--- src/rtl/serial_transmitter_if.sv ---
// Producer-side handshake and line outputs of the single-wire serial transmitter.
interface serial_transmitter_if #(
    parameter int DATA_BITS = 7
);
    logic [DATA_BITS-1:0] data_in;
    logic                 valid;
    logic                 ready;
    logic                 serial_out;
    logic                 busy;
    logic                 done;

    modport master (
        output data_in, valid,
        input  ready, serial_out, busy, done
    );

    modport slave (
        input  data_in, valid,
        output ready, serial_out, busy, done
    );
endinterface

--- src/rtl/serial_transmitter.sv ---
// Frame serialiser: start(0), data LSB-first, parity, stop(1)s; one-word holding buffer
// allows back-to-back frames with no idle bit between them.
module serial_transmitter #(
    parameter int DATA_BITS    = 7,
    parameter int STOP_BITS    = 1,
    parameter int CLKS_PER_BIT = 1,
    parameter int PARITY_ODD   = 1
) (
    input  logic                 clk,
    input  logic                 rstn,
    serial_transmitter_if.slave  tx
);
    localparam int CW   = (CLKS_PER_BIT > 1) ? $clog2(CLKS_PER_BIT) : 1;
    localparam int BMAX = (DATA_BITS > STOP_BITS) ? DATA_BITS : STOP_BITS;
    localparam int BW   = (BMAX > 1) ? $clog2(BMAX) : 1;
    localparam logic [CW-1:0] CLK_LAST  = CW'(CLKS_PER_BIT - 1);
    localparam logic [BW-1:0] DATA_LAST = BW'(DATA_BITS - 1);
    localparam logic [BW-1:0] STOP_LAST = BW'(STOP_BITS - 1);

    typedef enum logic [2:0] {IDLE, START, DATA, PARITY, STOP} state_t;

    state_t               state_q, state_nxt;
    logic [CW-1:0]        clk_cnt_q, clk_cnt_nxt;
    logic [BW-1:0]        bit_cnt_q, bit_cnt_nxt;
    logic [DATA_BITS-1:0] shift_q, shift_nxt;
    logic [DATA_BITS-1:0] buf_q, buf_nxt;
    logic                 par_q, par_nxt;
    logic                 buf_full_q, buf_full_nxt;
    logic                 line_q, line_nxt;
    logic                 busy_q;
    logic                 done_q, done_nxt;
    logic                 accept, bit_end, frame_end;

    function automatic logic parity_of(input logic [DATA_BITS-1:0] d);
        return (PARITY_ODD != 0) ? ~^d : ^d;
    endfunction

    assign tx.ready      = !buf_full_q;
    assign tx.serial_out = line_q;
    assign tx.busy       = busy_q;
    assign tx.done       = done_q;

    assign accept    = tx.valid && !buf_full_q;
    assign bit_end   = (clk_cnt_q == CLK_LAST);
    assign frame_end = (state_q == STOP) && bit_end && (bit_cnt_q == STOP_LAST);

    always_comb begin
        state_nxt    = state_q;
        clk_cnt_nxt  = (state_q == IDLE || bit_end) ? '0 : clk_cnt_q + 1'b1;
        bit_cnt_nxt  = bit_cnt_q;
        shift_nxt    = shift_q;
        par_nxt      = par_q;
        buf_nxt      = buf_q;
        buf_full_nxt = buf_full_q;
        done_nxt     = 1'b0;
        line_nxt     = 1'b1;

        case (state_q)
            IDLE: begin
            end
            START: begin
                if (bit_end) begin
                    state_nxt   = DATA;
                    bit_cnt_nxt = '0;
                end
            end
            DATA: begin
                if (bit_end) begin
                    shift_nxt = shift_q >> 1;
                    if (bit_cnt_q == DATA_LAST) begin
                        state_nxt   = PARITY;
                        bit_cnt_nxt = '0;
                    end else begin
                        bit_cnt_nxt = bit_cnt_q + 1'b1;
                    end
                end
            end
            PARITY: begin
                if (bit_end) state_nxt = STOP;
            end
            STOP: begin
                if (bit_end) begin
                    if (bit_cnt_q == STOP_LAST) begin
                        state_nxt   = IDLE;
                        bit_cnt_nxt = '0;
                        done_nxt    = 1'b1;
                    end else begin
                        bit_cnt_nxt = bit_cnt_q + 1'b1;
                    end
                end
            end
            default: state_nxt = IDLE;
        endcase

        // A queued word wins at frame end; a word offered on the final stop edge chains directly.
        if (frame_end && buf_full_q) begin
            shift_nxt    = buf_q;
            par_nxt      = parity_of(buf_q);
            buf_full_nxt = 1'b0;
            state_nxt    = START;
        end else if (accept && (state_q == IDLE || frame_end)) begin
            shift_nxt = tx.data_in;
            par_nxt   = parity_of(tx.data_in);
            state_nxt = START;
        end else if (accept) begin
            buf_nxt      = tx.data_in;
            buf_full_nxt = 1'b1;
        end

        case (state_nxt)
            START:   line_nxt = 1'b0;
            DATA:    line_nxt = shift_nxt[0];
            PARITY:  line_nxt = par_nxt;
            default: line_nxt = 1'b1;
        endcase
    end

    always_ff @(posedge clk or negedge rstn) begin
        if (!rstn) begin
            state_q    <= IDLE;
            clk_cnt_q  <= '0;
            bit_cnt_q  <= '0;
            buf_full_q <= 1'b0;
            line_q     <= 1'b1;
            busy_q     <= 1'b0;
            done_q     <= 1'b0;
        end else begin
            state_q    <= state_nxt;
            clk_cnt_q  <= clk_cnt_nxt;
            bit_cnt_q  <= bit_cnt_nxt;
            buf_full_q <= buf_full_nxt;
            line_q     <= line_nxt;
            busy_q     <= (state_nxt != IDLE);
            done_q     <= done_nxt;
        end
    end

    // Word storage only; validity is tracked by the reset control state above.
    always_ff @(posedge clk) begin
        shift_q <= shift_nxt;
        buf_q   <= buf_nxt;
        par_q   <= par_nxt;
    end
endmodule

--- src/flat_wrapper.sv ---
// flat-port wrapper written by rule: the top's interface ports become plain ports
module serial_transmitter_flat 
#(
    parameter int DATA_BITS    = 7,
    parameter int STOP_BITS    = 1,
    parameter int CLKS_PER_BIT = 1,
    parameter int PARITY_ODD   = 1
)
  (clk, rstn, tx_data_in, tx_valid, tx_ready, tx_serial_out, tx_busy, tx_done);
  serial_transmitter_if #(.DATA_BITS(DATA_BITS)) tx_i ();
  input  logic clk;
  input  logic rstn;
  input wire logic [$bits(tx_i.data_in)-1:0] tx_data_in;
  input wire logic [$bits(tx_i.valid)-1:0] tx_valid;
  output wire logic [$bits(tx_i.ready)-1:0] tx_ready;
  output wire logic [$bits(tx_i.serial_out)-1:0] tx_serial_out;
  output wire logic [$bits(tx_i.busy)-1:0] tx_busy;
  output wire logic [$bits(tx_i.done)-1:0] tx_done;
  assign tx_i.data_in = tx_data_in;
  assign tx_i.valid = tx_valid;
  assign tx_ready = tx_i.ready;
  assign tx_serial_out = tx_i.serial_out;
  assign tx_busy = tx_i.busy;
  assign tx_done = tx_i.done;
  serial_transmitter #(.DATA_BITS(DATA_BITS), .STOP_BITS(STOP_BITS), .CLKS_PER_BIT(CLKS_PER_BIT), .PARITY_ODD(PARITY_ODD)) u_core (.clk(clk), .rstn(rstn), .tx(tx_i));
endmodule
--- config.mk ---
export PLATFORM = sky130hd
export DESIGN_NAME = serial_transmitter_flat
export DESIGN_NICKNAME = d
export VERILOG_FILES = /design/src/rtl/serial_transmitter_if.sv /design/src/rtl/serial_transmitter.sv /design/src/flat_wrapper.sv
export SDC_FILE = /design/constraint.sdc
export NUM_CORES = 1
export LEC_CHECK = 0
export ABC_CLOCK_PERIOD_IN_PS = 2700
export BUFFER_PORTS_ARGS = -buffer_cell sky130_fd_sc_hd__buf_4
export CORE_UTILIZATION = 55
export DETAILED_ROUTE_END_ITERATION = 16
export HOLD_SLACK_MARGIN = 0.08
export MAX_ROUTING_LAYER = met4
export PLACE_DENSITY = 0.75
export SETUP_SLACK_MARGIN = 0.1
export SKIP_CTS_REPAIR_TIMING = 1
export SYNTH_ARGS = -nofsm -noshare
export SYNTH_HDL_FRONTEND = slang
export SYNTH_SLANG_ARGS = --single-unit
--- constraint.sdc ---
create_clock -name clk -period 2.7 [get_ports clk]
set_input_delay 0.54 -clock clk [delete_from_list [all_inputs] [get_ports clk]]
set_output_delay 0.54 -clock clk [all_outputs]
set_load 0.02 [all_outputs]
# --- Yosys cells after proc, flatten, opt, wreduce, memory -nomap -nowiden ---
# Index checks and enable logic that the tools add are counted.
op_classes:
  bitwise_logic: 3
  reduce_logical: 20
  eq_ne: 13
  muxes: 29
  n_addsub: 2
op_table:
  columns: ["op", "count"]
  rows:
  - ["$mux 3", 13]
  - ["$mux 7", 4]
  - ["$pmux 3 s5", 1]
  - ["$reduce_xnor 7->1", 2]
  - ["$eq 3x2->1 const B", 4]
  - ["$mux 1", 9]
  - ["$pmux 3 s3", 1]
  - ["$reduce_bool 3->1", 3]
  - ["$eq 3x1->1 const B", 2]
  - ["$eq 3x3->1 const B", 2]
  - ["$logic_not 3->1", 2]
  - ["$ne 2x2->1 const B", 3]
  - ["$logic_and 1x1->1", 5]
  - ["$reduce_and 2->1", 2]
  - ["$reduce_and 4->1", 1]
  - ["$add 3x1->3 const B", 1]
  - ["$ne 3x3->1 const B", 1]
  - ["$not 1->1", 3]
  - ["$pmux 1 s3", 1]
  - ["$reduce_and 3->1", 1]
  - ["$logic_or 1x1->1", 2]
  - ["$ne 2x1->1 const B", 1]
  - ["$reduce_bool 2->1", 1]
  - ["$add 1x1->1 const B", 1]
  - ["$logic_not 1->1", 1]
totals:
  input_bits: 10
  wordCells: 78
  reg_bits: 26
  out_inout_bits: 4

# --- Depth between registers and ports, before layout ---
logic_depth:
  depth_word: 9
  mapped_depth: 7
  ltp_nobuf: 6

# --- Worst setup path after synthesis ---
# OpenSTA, ideal clock, no wires.
synth_path:
  path_type: "reg2reg"
  startpoint: "register u_core.bit_cnt_q[0]"
  endpoint: "register u_core.shift_q[1], enable pin"
  n_path_buf: 0
  required_time_ps: 2383
  path_slack_ps: 849
  stages_incl_launch_ff: 6
  setup_time_ps: 317
  synth_period_minus_slack_ps: 1851
  arrival_ps: 1533
  path_cell_list: "dfrtp_1 -> inv_1 -> ha_1 -> or3b_4 -> a21boi_2 -> or3_1"
synth_via:
  elab_chain_cells: 6
  word_cells_on_any_way: 8
  classes_between: "eq/ne: 1; reduce/logical: 7"
synth_rtl:
  columns: ["item", "line_no", "rtl"]
  rows:
  - ["from (decl)", "serial_transmitter.sv:24", "logic [BW-1:0] bit_cnt_q, bit_cnt_nxt;"]
  - ["from (signal assigned)", "serial_transmitter.sv:130", "bit_cnt_q <= bit_cnt_nxt;"]
  - ["$logic_not 3->1 *", "serial_transmitter.sv:45", "assign frame_end = (state_q == STOP) && bit_end && (bit_cnt_q == STOP_LAST);"]
  - ["$logic_and 1x1->1 *", "serial_transmitter.sv:45", null]
  - ["$logic_or 1x1->1", "serial_transmitter.sv:101", "end else if (accept && (state_q == IDLE || frame_end)) begin"]
  - ["$logic_and 1x1->1", "serial_transmitter.sv:101", null]
  - ["$ne 3x3->1 (no line) / $reduce_bool 3->1 (equally long branches)", null, null]
  - ["$reduce_and 2->1 (no line) *", null, null]
  - ["to (signal assigned)", "serial_transmitter.sv:140", "shift_q <= shift_nxt;"]
  - ["to (decl)", "serial_transmitter.sv:25", "logic [DATA_BITS-1:0] shift_q, shift_nxt;"]
# Mark *: on every way between the ends. The rest lies on a longest branch, timed or not.
# A chain may end at the register's enable or synchronous reset.

# --- Worst setup path after layout ---
layout_path:
  startpoint: "register u_core.bit_cnt_q[0]"
  endpoint: "register u_core.shift_q[4], enable pin"
# Same word-level chain as after synthesis.

==> impl_metrics.csv <==
group,metric,value,unit
critical_path,end_kind,"register",
layout,area_growth_syn_to_layout,12.6,%
power,powerDensity,876,nW/um^2
timing,timing_hold_violations_final,0,
critical_path,r2r_slack,640,ps
route,drc,0,
route,first_iter_violations,33,
timing,rsz0062_at_grt,"false",
critical_path,critical_path.max_fanout,8,
layout,fill_count,181,
layout,finish.instance_area,1550,um^2
grt,grt_usage,22.5,%
layout,fin_nets,139,
timing,final_report_setup_violation_count,0,
timing,maxClockFrequency,486,MHz
die,chipHeight,52.1,um
route,drt-vias-per-instance,5.86,
clock_tree,tritoncts,"yes",
synth,yosys-top-cells-count,"edfxtp_1, dfrtp_1, inv_1, nand2_1, xnor2_1",
grt,grt.overflow.total,0,
critical_path,timing.reg2reg.worst_path_depth,5,
synth,yosys_warnings,0,
placed_design,numPortBuffers,13,
timing,slew_viol_final,0,
timing,finalCriticalPeriod,2060,ps
timing,finalCritPeriodShare,76.3,%
synth,asyncSetResetFlopFracSynth,42.3,%
worst_hold_path,whs_path_depth,1,
grt,pin_count_of_the_biggest_net_entering_global_routing,16,
critical_path,critical_path_arrival,2080,ps
die,initial_core_utilization,60.0,%
grt,grt_antenna_before_repair,0,
die,design.die.area,2710,um^2
critical_path,r2r_end,"u_core.shift_q[4]",
worst_hold_path,min_delay_worst_endpoint,"u_core.buf_q[6]",
synth,ff_latch_count_synth,26,
placed_design,dp_hpwl,1780,um
layout,insertedDiodeCount,0,
die,boundaryPins,14,
clock_tree,cts_buffers,3,
status,status,"finished, final reports clean",
timing,max_slew_margin,66.2,%
clock_tree,clkTransAtPathRegs,130,ps
critical_path,required,2720,ps
synth,synth_area,1380,um^2
power,vdd_drop_max,0.550,mV
worst_hold_path,worst_hold_startpoint,"tx_data_in[6]",
layout,final_layout_size_suffix_gt1_share,23.2,%
synth,post-synth-top-count-cell,"edfxtp_1",
placed_design,place_area,1490,um^2
grt,grt_pass1_vias,866,
die,floorplan.rows,17,
critical_path,crit_path_start_kind,"register",
synth,net_count_after_synthesis,123,
power,leakage,0.675,nW
timing,fin_skew,4.13,ps
route,drt_first_pass_iters,6,
route,vias,897,
worst_hold_path,hold_class,"primary input to register",
synth,netlist-cell-type-count,47,
clock_tree,cts.path.max_buffers,2,
job,maxCapViolations,0,
synth,postSynthCellCount,110,
synth,post_synth.cell_area_avg,12.5,um^2
grt,grt_first_pass_wirelength,4100,um
route,routed_wire_length_per_instance,15.7,um
critical_path,critical_path_class,"register to register",
timing,max_slew.worst_pin.slew,508,ps
clock_tree,clk-insertion-delay-late,320,ps
power,p_total,0.00136,W
die,design.core.area,2300,um^2
synth,synth_edf_count,13,
synth,yosysSeqAreaShare,51.3,%
placed_design,gp_congestion,0.804,
synth,ys_dominant_reg_cell,"edfxtp_1",
synth,synthTopCellsByArea,"edfxtp_1, dfrtp_1, xnor2_1, a222oi_1, xnor3_1",
synth,synth.largest_area_cell,"edfxtp_1",
clock_tree,cts_root_buf,"clkbuf_4",
die,dieWidth,52.1,um
critical_path,rr_startpoint,"u_core.bit_cnt_q[0]",
clock_tree,clkSinkCount,26,
route,detail-route-antenna-nets,0,
route,routed_wirelength,2410,um
synth,post-synth-top-area-fraction,28.3,%
timing,fin_tns_setup,0,ps
clock_tree,cts_max_level,1,
## cells in the final DEF (no fill, tap or decap), types with 4 or more instances in the layout
cell type / synthesis / final
buf_4: 1 / 14
edfxtp_1: 13 / 13
xnor2_1: 6 / 6
a222oi_1: 5 / 5
inv_1: 10 / 10
dfrtp_1: 10 / 10
nor2b_1: 4 / 4
nand2_1: 6 / 6
xor2_1: 4 / 4
## how the worst max path moves through the flow
stage,from,endpoint,slack [ps],depth (start not counted)
final,u_core.bit_cnt_q[0],u_core.shift_q[4],640,5
after detailed placement,u_core.bit_cnt_q[0],u_core.shift_q[6],660,5
after global placement,u_core.bit_cnt_q[0],u_core.shift_q[5],710,5
after global routing,u_core.bit_cnt_q[0],u_core.shift_q[4],500,5
after floorplan,u_core.bit_cnt_q[0],u_core.shift_q[1],850,5
after CTS,u_core.bit_cnt_q[0],u_core.shift_q[1],630,5
## routing by layer
layer / wire [um] / global-route usage (%) / vias up
li1: - / - / 437
met3: 95 / 6.14 / 2
met5: 0 / - / -
met1: 1230 / 32.6 / 435
met2: 1060 / 31.0 / 23
met4: 13 / 5.41 / 0
## critical path: stages, from the launching register on
cell	delay [ps]
dfrtp_1	400
inv_1	110
ha_1	190
or3b_4	420
a21boi_2	330
or3_1	320
## state kept, by name (all words and copies together) (netlist names)
signal,cells
u_core.tx.serial_out,1
u_core.buf_full_q,1
u_core.clk_cnt_q,1
u_core.bit_cnt_q,3
u_core.buf_q,7
u_core.tx.done,1
u_core.state_q,3
u_core.shift_q,7
u_core.tx.busy,1
u_core.par_q,1
## layout make-up
class / count / area (um^2) / area share [%]
Tap cell: 28 / 35.0 / 2.26
Inverter: 10 / 37.5 / 2.42
Clock inverter: 1 / 30.0 / 1.93
Timing Repair Buffer: 15 / 115 / 7.41
Sequential cell: 26 / 707 / 45.5
Multi-Input combinational cell: 70 / 606 / 39.0
Clock buffer: 3 / 22.5 / 1.45
## per-stage QoR
stage,instances,setup slack (ps),utilization [%],hold WS (ps)
after floorplan,110,849,-,244
after global placement,148,713,64.9,377
after detailed placement,148,659,64.9,379
after CTS,152,629,67.2,15.4
after global routing,153,498,67.6,379
final,153,641,67.6,416
## power breakdown
part	switching (W)	internal, W	total (W)
combinational	0.000235	0.000223	0.000459
clock	0.000110	0.000150	0.000260
sequential	0.000101	0.000540	0.000641
## logic make-up (layout without fill, tap and decap cells)
| group | Yosys count | count (layout) | share of synthesized area, % |
|---|---|---|---|
| buf+inv | 14 | 29 | 4.81 |
| xor+xnor | 12 | 12 | 9.62 |
| compound gates | 24 | 24 | 16.2 |
| other cells | 1 | 1 | 0.272 |
| flops | 26 | 26 | 51.3 |
| mux | 2 | 2 | 1.63 |
| fa+ha+maj | 3 | 3 | 2.72 |
| simple gates | 28 | 28 | 13.4 |
(Power assumes the default switching activity.)
